**config.mk**
```make
export PLATFORM = sky130hd
export DESIGN_NAME = sumador_seq_ctrl
export DESIGN_NICKNAME = d
export VERILOG_FILES = /design/src/rtl/sumador_seq_ctrl.sv
export SDC_FILE = /design/constraint.sdc
export NUM_CORES = 1
export LEC_CHECK = 0
export ABC_AREA = 1
export CORE_AREA = 2 2 77 87
export CTS_BUF_LIST = sky130_fd_sc_hd__clkbuf_16
export DETAILED_ROUTE_END_ITERATION = 10
export DIE_AREA = 0 0 79 89
export PLACE_DENSITY = 0.81
export REMOVE_ABC_BUFFERS = 1
export SETUP_SLACK_MARGIN = 0.3
export SYNTH_ARGS = -nofsm -noshare
export SYNTH_HDL_FRONTEND = slang
export SYNTH_SLANG_ARGS = --single-unit
```
**constraint.sdc**
```tcl
create_clock -name Clock -period 1.6 [get_ports Clock]
set_input_delay 0.4 -clock Clock [delete_from_list [all_inputs] [get_ports Clock]]
set_output_delay 0.4 -clock Clock [all_outputs]
set_load 0.02 [all_outputs]
```
**src/rtl/sumador_seq_ctrl.sv**
```systemverilog
// Multi-cycle WIDTH-bit add/subtract sequencer that drives one shared 4-bit
// adder slice one nibble per cycle, LSB first, with a registered carry chain.
module sumador_seq_ctrl #(
  parameter int WIDTH   = 16,
  parameter int NIBBLES = WIDTH / 4
) (
  input  logic             Clock,
  input  logic             Reset,
  input  logic             iStart,
  input  logic             iSub,
  input  logic [WIDTH-1:0] iOpA,
  input  logic [WIDTH-1:0] iOpB,
  output logic             oBusy,
  output logic             oDone,
  output logic [WIDTH-1:0] oResult,
  output logic             oCarry,
  output logic             oOverflow,
  output logic [3:0]       oAddA,
  output logic [3:0]       oAddB,
  output logic             oAddCin,
  input  logic [3:0]       iAddSum,
  input  logic             iAddCout
);

  localparam int IW = (NIBBLES > 1) ? $clog2(NIBBLES) : 1;
  localparam logic [IW-1:0] LAST = IW'(NIBBLES - 1);

  typedef enum logic [1:0] {IDLE, RUN, DONE} state_t;

  state_t           state, state_nxt;
  logic [WIDTH-1:0] op_a, op_b;
  logic             carry;
  logic [IW-1:0]    idx;
  logic             accept;

  assign accept = (state == IDLE || state == DONE) && iStart;

  always_ff @(posedge Clock) begin
    if (Reset) state <= IDLE;
    else       state <= state_nxt;
  end

  always_comb begin
    state_nxt = state;
    case (state)
      IDLE:    if (iStart) state_nxt = RUN;
      RUN:     if (idx == LAST) state_nxt = DONE;
      DONE:    state_nxt = iStart ? RUN : IDLE;
      default: state_nxt = IDLE;
    endcase
  end

  always_ff @(posedge Clock) begin
    if (Reset) begin
      op_a      <= '0;
      op_b      <= '0;
      carry     <= 1'b0;
      idx       <= '0;
      oResult   <= '0;
      oCarry    <= 1'b0;
      oOverflow <= 1'b0;
    end else if (accept) begin
      // Subtraction is A + ~B + 1: invert B once here, seed the carry with 1.
      op_a      <= iOpA;
      op_b      <= iSub ? ~iOpB : iOpB;
      carry     <= iSub;
      idx       <= '0;
      oResult   <= '0;
      oCarry    <= 1'b0;
      oOverflow <= 1'b0;
    end else if (state == RUN) begin
      oResult[4*idx +: 4] <= iAddSum;
      carry               <= iAddCout;
      idx                 <= idx + 1'b1;
      if (idx == LAST) begin
        oCarry    <= iAddCout;
        oOverflow <= (op_a[WIDTH-1] == op_b[WIDTH-1]) && (iAddSum[3] != op_a[WIDTH-1]);
      end
    end
  end

  // Slice inputs come only from registers so the shared adder sees no
  // combinational path from the request side.
  always_comb begin
    oAddA   = 4'h0;
    oAddB   = 4'h0;
    oAddCin = 1'b0;
    if (state == RUN) begin
      oAddA   = op_a[4*idx +: 4];
      oAddB   = op_b[4*idx +: 4];
      oAddCin = carry;
    end
  end

  assign oBusy = (state == RUN);
  assign oDone = (state == DONE);

endmodule

```
==> impl_metrics.toml, run 1 <==
[cells_and_area]
area_growth_pct = 52.9
drive_above_1_share_pct = 30.0
nets = 488
antenna_cells = 0
finish.instance_area_um2 = 3950
final_util_pct = 65.0

[setup_path]
arrival_ns = 1.41
cp_max_fo = 6
required_ns = 1.20
cp-end-kind = "output port"
r2r-start = "idx[0]"
start_kind = "register"
critPathKind = "register to output port"
r2r_end = "oResult[13]"
crit_path_start = "idx[0]"
crit_end = "oAddA[1]"
r2r_slack_ns = 0.04
r2r_cells = 9

[die]
rows = 30
die_h_um = 89
fp.dieArea_um2 = 7030
core_um2 = 6080
start_util_pct = 42.5
fp.dieW_um = 79
io_pins = 70

[clocking]
clkSinkCount = 55
h-tree-depth = 2
cts_root_buf = "clkbuf_16"
cts_tree = "yes"
clockBufferDepth = 2
clkLatencyLatePin_ns = 0.30
cts_hold_buffers = 0
path_clk_slew_ns = 0.07
tritoncts.num_buffers = 5

[placed_design]
io_buffers = 69
pre_cts_slack_ns = -0.390
dpl_cell_area_um2 = 3450
finalWeightedCongestion = 0.844
dp_hpwl_mm = 4.51

[routing]
dr.pass1.iters = 4
vias_per_cell = 5.11
routedWlPerCell_um = 14.6
routed_wl_mm = 7.66
drtAntennaViolNets = 0
drtIter0Drc = 195
drc = 0
vias = 2673

[synth]
netlist_instances = 341
synth_area_leader_cell = "dfxtp_1"
synth-seq-area-share_pct = 42.6
ys.warnings.count = 0
synthArstFlopShare_pct = 0
netlist_area_um2 = 2580
yosysTopAreaCellShare_pct = 42.6
synthTopCellsByArea = "dfxtp_1 (43%), a21oi_1 (9.3%), nor2_1 (8.9%)"
syn_area_per_cell_um2 = 7.58
synth-seq-cells = 55
synth-main-ff-cell = "dfxtp_1"
ys_types = 26
synth_edf_count = 0

[global_routing]
grt_antenna_before_repair = 0
grt_start_max_net_pins = 23
grt_overflow_total = 0
grt_pass1_vias = 2465
grt_usage_pct = 19.6
grt_pass1_wl_mm = 11.0

[timing]
finalHoldViolations = 0
worstMarginPinSlew_ns = 0.254
maxSlewViolCount = 0
slew_headroom_pct = 83.1
setup_viol = 9
post-route-period-util_pct = 113
setup_ws_ns = -0.209
skew_ns = 0.00599
fin_crit_ns = 1.81
max_freq_mhz = 553
rsz0062_at_grt = "yes"

[min_path]
holdPathStages = 2
hold_class = "input port to register"

[power_and_ir_drop]
p_seq_share_pct = 45.0
p_int_mw = 2.41
p_switching_mw = 0.929
power-per-cell-area_nw_per_um2 = 845
peakVddDrop_mv = 0.500
p_clk_share_pct = 31.5
switching_share_pct = 27.8
comb_power_share_pct = 23.5
power_mw = 3.34
p_leak_nw = 1.59

[job]
drv_cap = 0

[status]
status = "finished with violations"
violations = "negative setup slack"
final cells by class:
type                    instances  area (um2)
flip-flops and latches         55        1110
inverters                      22        98.8
well taps                      80         100
multi-input cells             243        1420
clock inverters                 3        11.3
fillers                       534        2130
repair buffers                115        1090
clock buffers                   5         125
cells in the mapped netlist, drive strengths merged, types with 4 or more instances:
cell type	instances
a21oi	49
buf	15
clkbuf	6
dfxtp	55
ha	5
inv	21
nand2	45
nand3	8
nor2	65
o211ai	4
o21ai	48
xnor2	16
timing repair:
item,in CTS,in global routing
setup endpoints to repair,64,74
setup buffers,4,13
gates resized for setup,167,54
cloned,1,1
pin swaps,10,11
critical path, cell delays in order, from the launching register on:
cell,delay (ns)
dfxtp_4,0.37
clkbuf_16,0.16
buf_6,0.11
nand2_2,0.06
o211ai_1,0.08
a21oi_1,0.18
buf_4,0.17
registers in the layout, indices dropped and copies added, names as in the netlist:
signal	cells
op_a	16
state	2
op_b	16
oResult	16
oOverflow	1
oCarry	1
idx	2
carry	1
layer usage:
| metal | wire (um) | track usage (%) | share of wire (%) | vias up |
|---|---|---|---|---|
| met1 | 3030 | 22.3 | 40 | 1261 |
| met2 | 4090 | 36.1 | 53 | 85 |
| li1 | - | - | - | 1315 |
| met5 | 0 | 0 | 0 | - |
| met4 | 161 | 7.52 | 2.1 | 0 |
| met3 | 376 | 4.24 | 4.9 | 12 |
stage by stage:
step                      hold WS [ns]  instances  TNS (ns)
after global placement           0.446        496     -3.23
after detailed placement         0.453        496     -4.43
after floorplan                  0.430        320     -3.92
final                            0.428        523     -1.19
after global routing             0.465        523     -1.94
after CTS                        0.463        509    -0.996
placed cells by master, fill, tap and decap left out, types with 3 or more instances in the layout:
cell / instances
buf_8: 5
nor3_2: 3
buf_4: 36
nand2_1: 37
nand3_4: 3
inv_4: 4
nor2_1: 56
buf_12: 3
inv_2: 4
inv_1: 13
o21ai_1: 24
dfxtp_1: 51
buf_6: 11
o21ai_0: 21
nand3_2: 3
clkdlybuf4s50_1: 38
buf_2: 16
a21oi_1: 42
nand2_2: 7
nor2_4: 7
clkbuf_16: 6
xnor2_1: 16
a21oi_2: 7
o21ai_2: 3
o211ai_1: 4
cells by family after synthesis:
logic type / synth area share [%]
AND/OR/NAND/NOR: 19.8
XOR/XNOR: 5.42
adder cells (fa/ha/maj): 2.42
AO/OA/AOI/OAI: 20.5
flip-flops: 42.6
buffers and inverters: 9.24
worst min-delay path by stage:
stage,from,endpoint
6_report,Reset,state[0]
5_1_grt,Reset,state[0]
2_1_floorplan,op_a[13],op_a[13]
3_5_place_dp,oResult[10],oResult[10]
4_1_cts,oResult[10],oResult[10]
3_3_place_gp,op_a[5],op_a[5]
power groups by stage:
stage          logic (mW)  registers, mW  clock network [mW]
4_1_cts             0.698           1.50                1.05
5_1_grt             0.852           1.51                1.11
3_3_place_gp        0.607           1.52                   0
6_report            0.786           1.50                1.05
3_5_place_dp        0.621           1.52                   0
2_1_floorplan       0.298           1.53                   0
Note: power is estimated with default switching activity, not from simulation.
==> inputs of run 2 (changes only) <==
--- a/config.mk
+++ b/config.mk
@@ -6,6 +6,7 @@
 export NUM_CORES = 1
 export LEC_CHECK = 0
 export ABC_AREA = 1
+export CAP_MARGIN = 20
 export CORE_AREA = 2 2 77 87
 export CTS_BUF_LIST = sky130_fd_sc_hd__clkbuf_16
 export DETAILED_ROUTE_END_ITERATION = 10
==> results of run 2 <==
The final DEF is identical to that of run 1; final timing and power are the same.
==> inputs of run 3 (changes only) <==
--- a/config.mk
+++ b/config.mk
@@ -5,13 +5,13 @@
 export SDC_FILE = /design/constraint.sdc
 export NUM_CORES = 1
 export LEC_CHECK = 0
-export ABC_AREA = 1
 export CAP_MARGIN = 20
-export CORE_AREA = 2 2 77 87
+export CORE_AREA = 2 2 76 85
 export CTS_BUF_LIST = sky130_fd_sc_hd__clkbuf_16
 export DETAILED_ROUTE_END_ITERATION = 10
-export DIE_AREA = 0 0 79 89
+export DIE_AREA = 0 0 78 87
 export PLACE_DENSITY = 0.81
+export RECOVER_POWER = 50
 export REMOVE_ABC_BUFFERS = 1
 export SETUP_SLACK_MARGIN = 0.3
 export SYNTH_ARGS = -nofsm -noshare
==> run 3 against run 2 <==
Net effect:
- the run still ends with negative setup slack left
- worst hold slack improved by 0.033 ns
- synthesized cell count down 24%
- sequential power about the same
- total power is 2.9% higher
- flip-flop and latch count stayed put
- fmax is 7.5% lower
- final cell count shrank 11%
- critical path depth decreased by 2
- die area decreased by 3.5%
- wire length up 18%
- clock power is essentially flat
==> impl_metrics.toml, run 3 <==
[power_and_ir_drop]
p_leak_nw = 1.69
peakVddDrop_mv = 0.497
power-per-cell-area_nw_per_um2 = 779

[synth]
yosysTopAreaCellShare_pct = 44.5
netlist_instances = 258
yosys-top-cells-count = "dfxtp_1 (55), nand2_1 (40), a21oi_1 (22)"
synthTopCellsByArea = "dfxtp_1 (45%), mux4_2 (7.3%), nand2_1 (6.1%)"
synth.most_common_cell = "dfxtp_1"
ys.warnings.count = 0
synth-seq-area-share_pct = 44.5
synthArstFlopShare_pct = 0
netlist_area_um2 = 2470
synth-seq-cells = 55
synth_edf_count = 0
ys_types = 35
syn_area_per_cell_um2 = 9.58
synth_area_leader_cell = "dfxtp_1"
synth-main-ff-cell = "dfxtp_1"

[routing]
routedWlPerCell_um = 19.4
dr.pass1.iters = 4
vias = 2617
routed_wl_mm = 9.06
drc = 0
drtAntennaViolNets = 0
vias_per_cell = 5.60
drtIter0Drc = 188

[timing]
post-route-period-util_pct = 122
max_freq_mhz = 511
rsz0062_at_grt = "yes"
maxSlewViolCount = 0
skew_ns = 0.00379
setup_viol = 37
fin_crit_ns = 1.96
worstMarginPinSlew_ns = 0.485
slew_headroom_pct = 67.7
finalHoldViolations = 0
holdWs_ns = 0.460
setup_ws_ns = -0.356

[cells_and_area]
final_cell_mix = "dfxtp_1 (51), clkdlybuf4s50_1 (39), nand2_1 (38)"
antenna_cells = 0
final_common_cell = "dfxtp_1"
instances_no_fill = 467
nFillCells = 385
top_regs = "oResult: 16 flops, op_a: 16 flops, op_b: 16 flops"
nets = 432
drive_above_1_share_pct = 44.2
multi_input_area_um2 = 1620
seq_area_um2 = 1110
area_growth_pct = 78.4

[global_routing]
grt_antenna_before_repair = 0
grt_pass1_wl_mm = 12.8
grt_start_max_net_pins = 20
grt_pass1_vias = 2546
grt_usage_pct = 24.7
grt_overflow_total = 0

[placed_design]
finalWeightedCongestion = 0.869
pre_cts_slack_ns = -0.543
dp.cells = 429
io_buffers = 69
dp_hpwl_mm = 4.51

[die]
die_h_um = 87
fp.dieArea_um2 = 6790
core_um2 = 6010
start_util_pct = 41.2
fp.dieW_um = 78
rows = 30
io_pins = 70

[setup_path]
start_kind = "register"
crit_path_frequent_cell = "buf_6"
cp_max_fo = 4
critPathTopFamily = "multiplexers"
crit_buf_inv = 2
critPathSlowestCell = "mux4_2"
critPathKind = "register to output port"
arrival_ns = 1.56
cp_cell_sequence = "buf_6 -> mux4_2 -> and2_4 -> buf_6"
crit_path_max_incr_delay_ns = 0.51
required_ns = 1.20
cp-end-kind = "output port"

[clocking]
clockBufferDepth = 2
clkLatencyLatePin_ns = 0.29
tritoncts.num_buffers = 5
clkSinkCount = 55
h-tree-depth = 2
cts_tree = "yes"
path_clk_slew_ns = 0.06
cts_root_buf = "clkbuf_16"

[job]
drv_cap = 0

[min_path]
hold_class = "register to register"

[status]
violations = "negative setup slack"
status = "finished with violations"
-- run 3: cell families after synthesis --
| group | share of synthesized area [%] |
|---|---|
| buf+inv | 4.00 |
| mux | 7.29 |
| xor+xnor | 5.67 |
| compound gates | 16.3 |
| flops | 44.5 |
| simple gates | 19.7 |
| fa+ha+maj | 2.53 |
-- run 3: power by group --
part / total (mW) / leakage, nW / switching, mW / internal (mW)
clock network: 1.03 / 0.0701 / 0.468 / 0.565
registers: 1.50 / 0.452 / 0.0552 / 1.44
logic: 0.906 / 1.17 / 0.411 / 0.495
-- run 3: worst register-to-register path, cell delays in order, from the launching register on --
cell and delay [ns]:
dfxtp_2 0.35, buf_6 0.11, buf_8 0.13, inv_8 0.05, ha_4 0.29, or4b_4 0.50, nor4_4 0.21, a22o_1 0.18
-- run 3: per-layer routing --
| layer | track usage, % | up-vias | routed length [um] |
|---|---|---|---|
| li1 | - | 1172 | - |
| met2 | 47.2 | 143 | 4730 |
| met5 | 0 | - | 0 |
| met1 | 26.4 | 1270 | 3440 |
| met4 | 10.5 | 0 | 324 |
| met3 | 4.67 | 32 | 563 |
-- run 3: final cells by class --
type	instances	share of cell area (%)
clock inverters	3	0.255
multi-input cells	181	36.7
repair buffers	139	32.0
clock buffers	5	2.84
flip-flops and latches	55	25.2
inverters	4	0.738
well taps	80	2.27
-- run 3: timing repair --
item,in CTS,in global routing
cloned,3,1
hold endpoints to repair,0,0
hold buffers,0,0
buffers inserted,18,8
resized for setup,222,49
endpoints found under the setup margin,83,78
pin swaps,47,13
-- run 3: final timing paths --
check	startpoint	end	slack, ns	depth (start not counted)
hold / removal	op_a[11]	op_a[11]	0.46	2
hold reg to reg	op_a[11]	op_a[11]	0.46	2
setup / recovery	idx[0]	oAddA[3]	-0.36	4
setup reg to reg	idx[0]	oResult[7]	-0.26	7
-- run 3: per-stage QoR --
step	utilization, %	total power, mW	cell area, um2	setup TNS [ns]
finish	73.4	3.43	4410	-5.65
global route	73.4	3.55	4410	-6.94
CTS	71.4	3.29	4290	-4.42
detailed placement	58.3	2.08	3500	-16.27
global placement	58.3	2.06	3500	-14.74
floorplan	-	1.76	2390	-50.37
